### config.mk
export PLATFORM = sky130hd
export DESIGN_NAME = cdp_icvt_chn_out_buf_flat
export DESIGN_NICKNAME = d
export VERILOG_FILES = /design/src/rtl/cdp_icvt_chn_out_buf_if.sv /design/src/rtl/cdp_icvt_chn_out_buf.sv /design/src/flat_wrapper.sv
export SDC_FILE = /design/constraint.sdc
export NUM_CORES = 1
export LEC_CHECK = 0
export ABC_AREA = 1
export ABC_CLOCK_PERIOD_IN_PS = 1800
export CAP_MARGIN = 20
export CORE_ASPECT_RATIO = 1.5
export CORE_MARGIN = 4
export CORE_UTILIZATION = 51
export DETAILED_ROUTE_END_ITERATION = 12
export GPL_TIMING_DRIVEN = 0
export HOLD_SLACK_MARGIN = 0.1
export PLACE_DENSITY = 0.8
export SLEW_MARGIN = 25
export SYNTH_ARGS = -nofsm -noshare
export SYNTH_HDL_FRONTEND = slang
export SYNTH_SLANG_ARGS = --single-unit
### constraint.sdc
create_clock -name nvdla_core_clk -period 1.8 [get_ports nvdla_core_clk]
set_clock_uncertainty 0.05 [all_clocks]
set_input_delay 0.54 -clock nvdla_core_clk [delete_from_list [all_inputs] [get_ports nvdla_core_clk]]
set_output_delay 0.54 -clock nvdla_core_clk [all_outputs]
set_load 0.02 [all_outputs]
### src/rtl/cdp_icvt_chn_out_buf_if.sv
`default_nettype none
// ============================================================================
//  Module      : cdp_icvt_chn_out_buf_if
//  Description : Downstream pvld/prdy/pd channel of the CDP input-converter
//                output buffer.
//  Revision    : 1.0 - initial release
// ============================================================================
interface cdp_icvt_chn_out_buf_if #(
   parameter int DATA_W = 9
);
   logic              pvld;
   logic              prdy;
   logic [DATA_W-1:0] pd;

   // Producer side: the output buffer
   modport master (
      output pvld,
      output pd,
      input  prdy
   );

   // Consumer side: downstream logic
   modport slave (
      input  pvld,
      input  pd,
      output prdy
   );
endinterface
`default_nettype wire

### src/rtl/cdp_icvt_chn_out_buf.sv
`default_nettype none
// ============================================================================
//  Module      : cdp_icvt_chn_out_buf
//  Description : Output-channel stage of the CDP input converter core.
//                Buffers core write words in a small FIFO, presents them on a
//                pvld/prdy handshake, reports write-completion to the core
//                staller and counts stalled core cycles (saturating).
//  Revision    : 1.0 - initial release
// ============================================================================
module cdp_icvt_chn_out_buf #(
   parameter int DATA_W = 9,
   parameter int DEPTH  = 2,
   parameter int CNT_W  = 16
) (
   input  wire logic               nvdla_core_clk,
   input  wire logic               nvdla_core_rstn,
   input  wire logic               core_wen,
   input  wire logic               core_wten,
   input  wire logic               chn_out_iswt0,
   input  wire logic [DATA_W-1:0]  chn_out_d,
   output logic                    chn_data_out_rsci_wen_comp,
   cdp_icvt_chn_out_buf_if.master  chn_data_out,
   input  wire logic               perf_clr,
   output logic [CNT_W-1:0]        perf_stall_cnt
);

   localparam int AW = (DEPTH > 1) ? $clog2(DEPTH) : 1;
   localparam int CW = AW + 1;

   logic [DATA_W-1:0] mem [DEPTH];
   logic [AW-1:0]     rd_ptr;
   logic [AW-1:0]     wr_ptr;
   logic [CW-1:0]     count;
   logic              full;
   logic              empty;
   logic              push;
   logic              pop;

   assign full  = (count == CW'(DEPTH));
   assign empty = (count == '0);

   // Completion only looks at the core's request and registered occupancy,
   // never at core_wen or prdy, so no loop forms through the staller.
   assign chn_data_out_rsci_wen_comp = !chn_out_iswt0 || !full;

   assign push = chn_out_iswt0 && core_wen;
   assign pop  = chn_data_out.pvld && chn_data_out.prdy;

   // Output is driven straight from registered state: no bypass path
   assign chn_data_out.pvld = !empty;
   assign chn_data_out.pd   = mem[rd_ptr];

   // FIFO storage write; cleared on reset so pd reads zero afterwards
   always_ff @(posedge nvdla_core_clk or negedge nvdla_core_rstn) begin
      if (!nvdla_core_rstn) begin
         for (int i = 0; i < DEPTH; i++) begin
            mem[i] <= '0;
         end
      end else if (push) begin
         mem[wr_ptr] <= chn_out_d;
      end
   end

   // Pointers wrap naturally because DEPTH is a power of two
   always_ff @(posedge nvdla_core_clk or negedge nvdla_core_rstn) begin
      if (!nvdla_core_rstn) begin
         wr_ptr <= '0;
         rd_ptr <= '0;
      end else begin
         if (push) begin
            wr_ptr <= wr_ptr + AW'(1);
         end
         if (pop) begin
            rd_ptr <= rd_ptr + AW'(1);
         end
      end
   end

   // Occupancy tracking; simultaneous push and pop leaves it unchanged
   always_ff @(posedge nvdla_core_clk or negedge nvdla_core_rstn) begin
      if (!nvdla_core_rstn) begin
         count <= '0;
      end else begin
         case ({push, pop})
            2'b10:   count <= count + CW'(1);
            2'b01:   count <= count - CW'(1);
            default: count <= count;
         endcase
      end
   end

   // Saturating stall counter; clear wins over increment
   always_ff @(posedge nvdla_core_clk or negedge nvdla_core_rstn) begin
      if (!nvdla_core_rstn) begin
         perf_stall_cnt <= '0;
      end else if (perf_clr) begin
         perf_stall_cnt <= '0;
      end else if (core_wten && (perf_stall_cnt != {CNT_W{1'b1}})) begin
         perf_stall_cnt <= perf_stall_cnt + CNT_W'(1);
      end
   end

endmodule
`default_nettype wire

### src/flat_wrapper.sv
// flat-port wrapper written by rule: the top's interface ports become plain ports
module cdp_icvt_chn_out_buf_flat 
#(
   parameter int DATA_W = 9,
   parameter int DEPTH  = 2,
   parameter int CNT_W  = 16
)
  (nvdla_core_clk, nvdla_core_rstn, core_wen, core_wten, chn_out_iswt0, chn_out_d, chn_data_out_rsci_wen_comp, perf_clr, perf_stall_cnt, chn_data_out_pvld, chn_data_out_pd, chn_data_out_prdy);
  cdp_icvt_chn_out_buf_if #(.DATA_W(DATA_W)) chn_data_out_i ();
  input  wire logic nvdla_core_clk;
  input  wire logic nvdla_core_rstn;
  input  wire logic core_wen;
  input  wire logic core_wten;
  input  wire logic chn_out_iswt0;
  input  wire logic [DATA_W-1:0] chn_out_d;
  output logic chn_data_out_rsci_wen_comp;
  input  wire logic perf_clr;
  output logic [CNT_W-1:0] perf_stall_cnt;
  output wire logic [$bits(chn_data_out_i.pvld)-1:0] chn_data_out_pvld;
  output wire logic [$bits(chn_data_out_i.pd)-1:0] chn_data_out_pd;
  input wire logic [$bits(chn_data_out_i.prdy)-1:0] chn_data_out_prdy;
  assign chn_data_out_pvld = chn_data_out_i.pvld;
  assign chn_data_out_pd = chn_data_out_i.pd;
  assign chn_data_out_i.prdy = chn_data_out_prdy;
  cdp_icvt_chn_out_buf #(.DATA_W(DATA_W), .DEPTH(DEPTH), .CNT_W(CNT_W)) u_core (.nvdla_core_clk(nvdla_core_clk), .nvdla_core_rstn(nvdla_core_rstn), .core_wen(core_wen), .core_wten(core_wten), .chn_out_iswt0(chn_out_iswt0), .chn_out_d(chn_out_d), .chn_data_out_rsci_wen_comp(chn_data_out_rsci_wen_comp), .chn_data_out(chn_data_out_i), .perf_clr(perf_clr), .perf_stall_cnt(perf_stall_cnt));
endmodule
==> results of run 1 <==
[Yosys cell counts (all sizes together)]
cell / n / area, um^2
a21oi: 6 / 30.0
buf: 4 / 30.0
clkbuf: 3 / 11.3
clkinv: 1 / 3.75
dfrtp: 38 / 951
ha: 2 / 25.0
inv: 26 / 97.6
nand2: 102 / 393
nand3: 30 / 150
nand3b: 1 / 7.51
nand4: 3 / 33.8
nor2: 30 / 135
nor3: 1 / 5.00
o21ai: 21 / 105
or2: 1 / 6.26
xnor2: 4 / 35.0
xor2: 2 / 17.5
[cell families after synthesis]
kind of cell	share of synthesized area
buffers and inverters	0.0700
AND/OR/NAND/NOR	0.359
AO/OA/AOI/OAI	0.0663
adder cells (fa/ha/maj)	0.0123
flip-flops	0.467
XOR/XNOR	0.0258
[power breakdown]
group / total (uW) / switching, uW / internal (uW)
registers: 1120 / 101 / 1020
logic: 830 / 511 / 320
clock network: 895 / 304 / 591
total: 2850 / 916 / 1930
[per-stage QoR]
stage	power [uW]	utilization	instances	hold WS, ns	instance area, um^2
6_report	2850	0.708	372	0.162	2660
5_1_grt	3040	0.708	372	0.192	2660
4_1_cts	2850	0.695	368	0.176	2610
3_5_place_dp	2050	0.676	361	0.423	2530
3_3_place_gp	2030	0.670	360	0.416	2510
2_1_floorplan	1640	-	275	0.194	2040
[final timing paths]
| path | end | slack [ns] | depth (start not counted) |
|---|---|---|---|
| worst max-delay path | perf_stall_cnt[0] | 0.04 | 2 |
| worst min-delay path | u_core.perf_stall_cnt[10] | 0.16 | 1 |
| worst max register to register | u_core.perf_stall_cnt[12] | 0.08 | 8 |
| worst min register to register | u_core.mem[10] | 0.44 | 2 |
| max in group asynchronous | u_core.perf_stall_cnt[15] | 1.06 | 2 |
| min in group nvdla_core_clk | u_core.mem[10] | 0.44 | 2 |
[timing repair]
item                                   in CTS  in global routing
pin swaps                                   0                  1
hold buffers                                0                  0
setup buffers                               1                  4
setup endpoints to repair                  36                 20
endpoints found under the hold margin       0                  0
resized for setup                          60                  8
[final cells by class]
type / instances / area (um^2)
Fill cell: 332 / 1090
Sequential cell: 38 / 953
Multi-Input combinational cell: 203 / 951
Timing Repair Buffer: 48 / 418
Inverter: 27 / 104
Clock buffer: 6 / 82.6
Clock inverter: 2 / 60.1
Tap cell: 43 / 53.8
Buffer: 5 / 33.8
[per-layer routing]
| metal | vias up | GRT usage | part of all wire | routed length [um] |
|---|---|---|---|---|
| met5 | - | 0 | 0 | 0 |
| met4 | 0 | 0.0988 | 0.027 | 129 |
| met3 | 14 | 0.0487 | 0.053 | 255 |
| met2 | 58 | 0.379 | 0.52 | 2530 |
| met1 | 897 | 0.238 | 0.40 | 1930 |
| li1 | 969 | - | - | - |
[registers in the layout, indices dropped and copies added, names as in the netlist]
register               count
u_core.mem                18
u_core.perf_stall_cnt     16
u_core.rd_ptr              1
u_core.wr_ptr              1
u_core.count               2
[critical path: stages (launching register included)]
cell and delay, ns:
sky130_fd_sc_hd__dfrtp_1 0.42, sky130_fd_sc_hd__buf_4 0.15, sky130_fd_sc_hd__dlygate4sd2_1 0.31
==> impl_metrics.xml, run 1 <==
<?xml version="1.0" encoding="UTF-8"?>
<metrics>
  <group name="place">
    <metric name="final_weighted_congestion_in_routability_driven_placement" unit="">0.882</metric>
    <metric name="port_buffers" unit="">42</metric>
    <metric name="hpwlAfterDp" unit="um">3680</metric>
    <metric name="placement.setup.worst_slack" unit="ns">-0.655</metric>
  </group>
  <group name="die">
    <metric name="initial_utilization" unit="">0.543</metric>
    <metric name="fp.coreArea" unit="um^2">3750</metric>
    <metric name="ioPinCount" unit="">43</metric>
    <metric name="die_height" unit="um">85.4</metric>
    <metric name="core.rowCount" unit="">27</metric>
    <metric name="die_w" unit="um">59.6</metric>
    <metric name="floorplan.die_area" unit="um^2">5090</metric>
  </group>
  <group name="logic_synthesis">
    <metric name="syn_avg_cell_area" unit="um^2">7.41</metric>
    <metric name="synth_cell_type_count" unit="">22</metric>
    <metric name="yosys_warnings" unit="">0</metric>
    <metric name="synth.ff_latch_count" unit="">38</metric>
    <metric name="synth.yosys.seq_area_share" unit="">0.467</metric>
    <metric name="post_synth_inst_count" unit="">275</metric>
    <metric name="synth.net_count" unit="">293</metric>
    <metric name="syn_area" unit="um^2">2040</metric>
  </group>
  <group name="route">
    <metric name="post_drt_wl_per_cell" unit="um">13.0</metric>
    <metric name="viasPerCell" unit="">5.21</metric>
    <metric name="drt_pass1_iterations" unit="">4</metric>
    <metric name="antenna_violating_nets_post_route" unit="">0</metric>
    <metric name="detail_route.iter0.violations" unit="">85</metric>
    <metric name="detail_route.drc_violations" unit="">0</metric>
    <metric name="route.vias.total" unit="">1938</metric>
    <metric name="wirelength" unit="um">4850</metric>
  </group>
  <group name="grt">
    <metric name="first_pass_grt_wire_length" unit="um">8580</metric>
    <metric name="grt_usage" unit="">0.216</metric>
    <metric name="largest_net_degree_at_the_start_of_global_routing" unit="">22</metric>
    <metric name="first_global_vias" unit="">2006</metric>
    <metric name="number_of_antenna_violations_at_the_first_check_in_global_routing" unit="">0</metric>
    <metric name="grt_overflow_total" unit="">0</metric>
  </group>
  <group name="critical_path">
    <metric name="cp.required" unit="ns">1.21</metric>
    <metric name="worstReg2RegStart" unit="">u_core.perf_stall_cnt[0]</metric>
    <metric name="critPathKind" unit="">flop to output port</metric>
    <metric name="worst_ep_arrival_time" unit="ns">1.17</metric>
    <metric name="crit_path_max_fanout" unit="">4</metric>
    <metric name="setup.worst_path.end_class" unit="">output port</metric>
    <metric name="worst_setup_startpoint" unit="">u_core.perf_stall_cnt[0]</metric>
    <metric name="worst_setup_path_start_kind" unit="">flop</metric>
  </group>
  <group name="sta">
    <metric name="final-max-slew-violation-count" unit="">0</metric>
    <metric name="timing.slew.headroom" unit="">0.655</metric>
    <metric name="finalWorstSetupSlack" unit="ns">0.0441</metric>
    <metric name="maxClockFrequency" unit="MHz">570</metric>
    <metric name="pin_slew_with_the_least_headroom_to_its_limit" unit="ns">0.518</metric>
    <metric name="fin_tns_setup" unit="ns">0</metric>
    <metric name="rsz_0062_raised_after_global_routing" unit="">true</metric>
    <metric name="period_share" unit="">0.975</metric>
    <metric name="hold_viol" unit="">0</metric>
    <metric name="report.final.setup_viol" unit="">0</metric>
    <metric name="period_minus_slack" unit="ns">1.76</metric>
  </group>
  <group name="clock_tree">
    <metric name="cts_max_level" unit="">2</metric>
    <metric name="cts_tree" unit="">built</metric>
    <metric name="clockRootBuffer" unit="">sky130_fd_sc_hd__clkbuf_8</metric>
    <metric name="clock_tree_buf_depth" unit="">2</metric>
    <metric name="path_clk_slew" unit="ns">0.08</metric>
    <metric name="cts-buffers-inserted" unit="">5</metric>
    <metric name="clk_latency" unit="ns">0.29</metric>
    <metric name="clock-sinks" unit="">38</metric>
  </group>
  <group name="flow_run">
    <metric name="drv_cap" unit="">0</metric>
  </group>
  <group name="final_layout">
    <metric name="layout.cells.most_common" unit="">sky130_fd_sc_hd__nand2_1</metric>
    <metric name="final_net_count" unit="">346</metric>
    <metric name="fraction_of_layout_instances_using_a_drive_strength_above_1" unit="">0.122</metric>
    <metric name="mostFrequentLayoutCells" unit="">sky130_fd_sc_hd__nand2_1, sky130_fd_sc_hd__dfrtp_1, sky130_fd_sc_hd__nand3_1, sky130_fd_sc_hd__inv_1, sky130_fd_sc_hd__nor2_1</metric>
    <metric name="diodes" unit="">0</metric>
    <metric name="area.growth.synth_to_final" unit="%">30.4</metric>
  </group>
  <group name="power_and_ir_drop">
    <metric name="cellLeakagePower" unit="uW">0.00143</metric>
    <metric name="power_density_normalized_to_cell_area" unit="nW/um^2">1070</metric>
    <metric name="ir_drop" unit="mV">1.06</metric>
  </group>
  <group name="status">
    <metric name="status" unit="">finished clean</metric>
  </group>
  <group name="hold_path">
    <metric name="worstHoldPathType" unit="">input pin to asynchronous set/reset pin</metric>
  </group>
</metrics>
No activity file was read; power rests on OpenSTA's default activity.
==> run 2: changes to the inputs <==
CORE_UTILIZATION = 50   (was 51)
PLACE_DENSITY = 0.79   (was 0.8)
==> run 2 against run 1 <==
- sequential power barely moved
- utilization fell by 2.3 points
- clock-buffer cell count rose by 1
- sequential cell count did not move
- power fell by 4.8%
- combinational power rose by 23%
- die area rose by 1.8%
- largest cell class is now multi-input combinational cells
==> impl_metrics.xml, run 2 (synthesis gave the netlist of run 1 again) <==
<?xml version="1.0" encoding="UTF-8"?>
<metrics>
  <group name="status">
    <metric name="status" unit="">finished clean</metric>
  </group>
  <group name="grt">
    <metric name="first_pass_grt_wire_length" unit="um">8180</metric>
    <metric name="grt_usage" unit="">0.205</metric>
    <metric name="number_of_antenna_violations_at_the_first_check_in_global_routing" unit="">0</metric>
    <metric name="largest_net_degree_at_the_start_of_global_routing" unit="">31</metric>
    <metric name="grt_overflow_total" unit="">0</metric>
    <metric name="first_global_vias" unit="">1810</metric>
  </group>
  <group name="critical_path">
    <metric name="worst_setup_startpoint" unit="">u_core.rd_ptr</metric>
    <metric name="worst_setup_path_start_kind" unit="">flop</metric>
    <metric name="cp_top_family" unit="">flip-flops</metric>
    <metric name="cp.required" unit="ns">1.21</metric>
    <metric name="worst_ep_arrival_time" unit="ns">1.19</metric>
    <metric name="setup.worst_path.end_class" unit="">output port</metric>
    <metric name="critical-path-slowest-cell" unit="">sky130_fd_sc_hd__dfrtp_2</metric>
    <metric name="critPathBufInv" unit="">2</metric>
    <metric name="sequence_of_cells_on_the_critical_path" unit="">buf_4, nand2_1, nand2_1, buf_4</metric>
    <metric name="critPathKind" unit="">flop to output port</metric>
    <metric name="crit_path_max_fanout" unit="">6</metric>
    <metric name="max_stage_delay" unit="ns">0.49</metric>
    <metric name="worstReg2RegStart" unit="">u_core.perf_stall_cnt[1]</metric>
  </group>
  <group name="route">
    <metric name="routedLengthMet1" unit="um">1910</metric>
    <metric name="highest-signal-layer" unit="">met4</metric>
    <metric name="route.vias.total" unit="">1901</metric>
    <metric name="viasPerCell" unit="">5.02</metric>
    <metric name="total_met2_wirelength_after_detailed_routing" unit="um">2520</metric>
    <metric name="detail_route.iter0.violations" unit="">107</metric>
    <metric name="detail_route.drc_violations" unit="">0</metric>
    <metric name="wl_met3" unit="um">275</metric>
    <metric name="antenna_violating_nets_post_route" unit="">0</metric>
    <metric name="wirelength" unit="um">4750</metric>
    <metric name="drt_pass1_iterations" unit="">4</metric>
    <metric name="post_drt_wl_per_cell" unit="um">12.5</metric>
  </group>
  <group name="sta">
    <metric name="pin_slew_with_the_least_headroom_to_its_limit" unit="ns">0.416</metric>
    <metric name="report.final.setup_viol" unit="">0</metric>
    <metric name="fin_tns_setup" unit="ns">0</metric>
    <metric name="final-max-slew-violation-count" unit="">0</metric>
    <metric name="rsz_0062_raised_after_global_routing" unit="">true</metric>
    <metric name="finalWorstSetupSlack" unit="ns">0.0211</metric>
    <metric name="period_share" unit="">0.988</metric>
    <metric name="fin_hold_ws" unit="ns">0.436</metric>
    <metric name="timing.slew.headroom" unit="">0.722</metric>
    <metric name="maxClockFrequency" unit="MHz">562</metric>
    <metric name="hold_viol" unit="">0</metric>
    <metric name="period_minus_slack" unit="ns">1.78</metric>
  </group>
  <group name="die">
    <metric name="core.rowCount" unit="">28</metric>
    <metric name="die_w" unit="um">60.1</metric>
    <metric name="ioPinCount" unit="">43</metric>
    <metric name="die_height" unit="um">86.2</metric>
    <metric name="floorplan.die_area" unit="um^2">5180</metric>
    <metric name="initial_utilization" unit="">0.519</metric>
    <metric name="fp.coreArea" unit="um^2">3920</metric>
  </group>
  <group name="clock_tree">
    <metric name="clock-sinks" unit="">38</metric>
    <metric name="cts_max_level" unit="">2</metric>
    <metric name="clk_latency" unit="ns">0.28</metric>
    <metric name="clock_tree_buf_depth" unit="">2</metric>
    <metric name="path_clk_slew" unit="ns">0.07</metric>
    <metric name="clockRootBuffer" unit="">sky130_fd_sc_hd__clkbuf_8</metric>
    <metric name="cts_tree" unit="">built</metric>
    <metric name="cts-buffers-inserted" unit="">5</metric>
  </group>
  <group name="power_and_ir_drop">
    <metric name="ir_drop" unit="mV">0.969</metric>
    <metric name="power_density_normalized_to_cell_area" unit="nW/um^2">1010</metric>
    <metric name="cellLeakagePower" unit="uW">0.00143</metric>
  </group>
  <group name="hold_path">
    <metric name="holdCritStartpoint" unit="">u_core.mem[0]</metric>
    <metric name="worstHoldPathType" unit="">flop to flop</metric>
  </group>
  <group name="final_layout">
    <metric name="fraction_of_layout_instances_using_a_drive_strength_above_1" unit="">0.138</metric>
    <metric name="final_design_area_no_fill" unit="um^2">2690</metric>
    <metric name="layout.cells.most_common" unit="">sky130_fd_sc_hd__nand2_1</metric>
    <metric name="reg.largest.list" unit="">u_core.mem x18, u_core.perf_stall_cnt x16, u_core.count x2</metric>
    <metric name="final_util" unit="">0.685</metric>
    <metric name="diodes" unit="">0</metric>
    <metric name="largest_register" unit="">u_core.mem</metric>
    <metric name="area.growth.synth_to_final" unit="%">31.9</metric>
    <metric name="largest_register_ff_count" unit="">18</metric>
    <metric name="final_net_count" unit="">352</metric>
    <metric name="mostFrequentLayoutCells" unit="">sky130_fd_sc_hd__nand2_1, sky130_fd_sc_hd__dfrtp_1, sky130_fd_sc_hd__nand3_1, sky130_fd_sc_hd__nor2_1, sky130_fd_sc_hd__inv_1</metric>
  </group>
  <group name="place">
    <metric name="cell_area_reported_after_detailed_placement" unit="um^2">2530</metric>
    <metric name="placement.setup.worst_slack" unit="ns">-0.642</metric>
    <metric name="final_weighted_congestion_in_routability_driven_placement" unit="">0.892</metric>
    <metric name="port_buffers" unit="">42</metric>
    <metric name="hpwlAfterDp" unit="um">3490</metric>
  </group>
  <group name="flow_run">
    <metric name="drv_cap" unit="">0</metric>
  </group>
</metrics>
-- run 2: cell count changes in the layout (fill, tap and decap cells not counted), sizes merged --
cell and delta:
buf +4, bufinv -2, clkbuf +1, clkinv +1
dlygate4sd3 +1
-- run 2: layout make-up --
class | instances | area [um^2]
plain buffers | 5 | 33.8
clock buffers | 7 | 76.3
fillers | 348 | 1240
inverters | 27 | 106
multi-input cells | 203 | 958
flip-flops and latches | 38 | 952
well taps | 45 | 56.3
repair buffers | 53 | 498
repair inverters | 1 | 6.26
-- run 2: tightest hold or removal path, delay by kind of cell, from the launching register on --
kind | cells | cell delay (ns)
flops | 1 | 0.35
compound gates | 1 | 0.06
simple gates | 1 | 0.05
-- run 2: repair_timing --
action	CTS	global route
gates cloned	1	0
resized for setup	63	26
pin swaps	0	5
buffers inserted	4	5
hold endpoints to repair	8	0
endpoints found under the setup margin	37	18
hold buffers	1	0
-- run 2: worst paths after layout --
check | end | slack (ns) | cells past startpoint
worst max register to register | u_core.perf_stall_cnt[1] | 0.18 | 8
worst min register to register | u_core.mem[0] | 0.44 | 2
worst min-delay path | u_core.mem[0] | 0.44 | 2
max in group asynchronous | u_core.rd_ptr | 0.67 | 3
worst max-delay path | chn_data_out_pd[3] | 0.02 | 4
min in group asynchronous | u_core.perf_stall_cnt[4] | 0.59 | 2
-- run 2: layer usage --
metal	track usage	vias to the layer above
met3	0.0402	6
met5	0	-
met1	0.254	854
li1	-	980
met4	0.0625	0
met2	0.351	61
-- run 2: per-stage QoR --
step                instances  total power [uW]
floorplan                 275              1640
global placement          362              2030
detailed placement        363              2040
CTS                       374              2560
global route              379              2890
finish                    379              2710
-- run 2: power by group --
part           switching [uW]  internal (uW)  total, uW
Sequential                132           1020       1150
Combinational             552            468       1020
Clock                     272            267        539
Total                     956           1750       2710
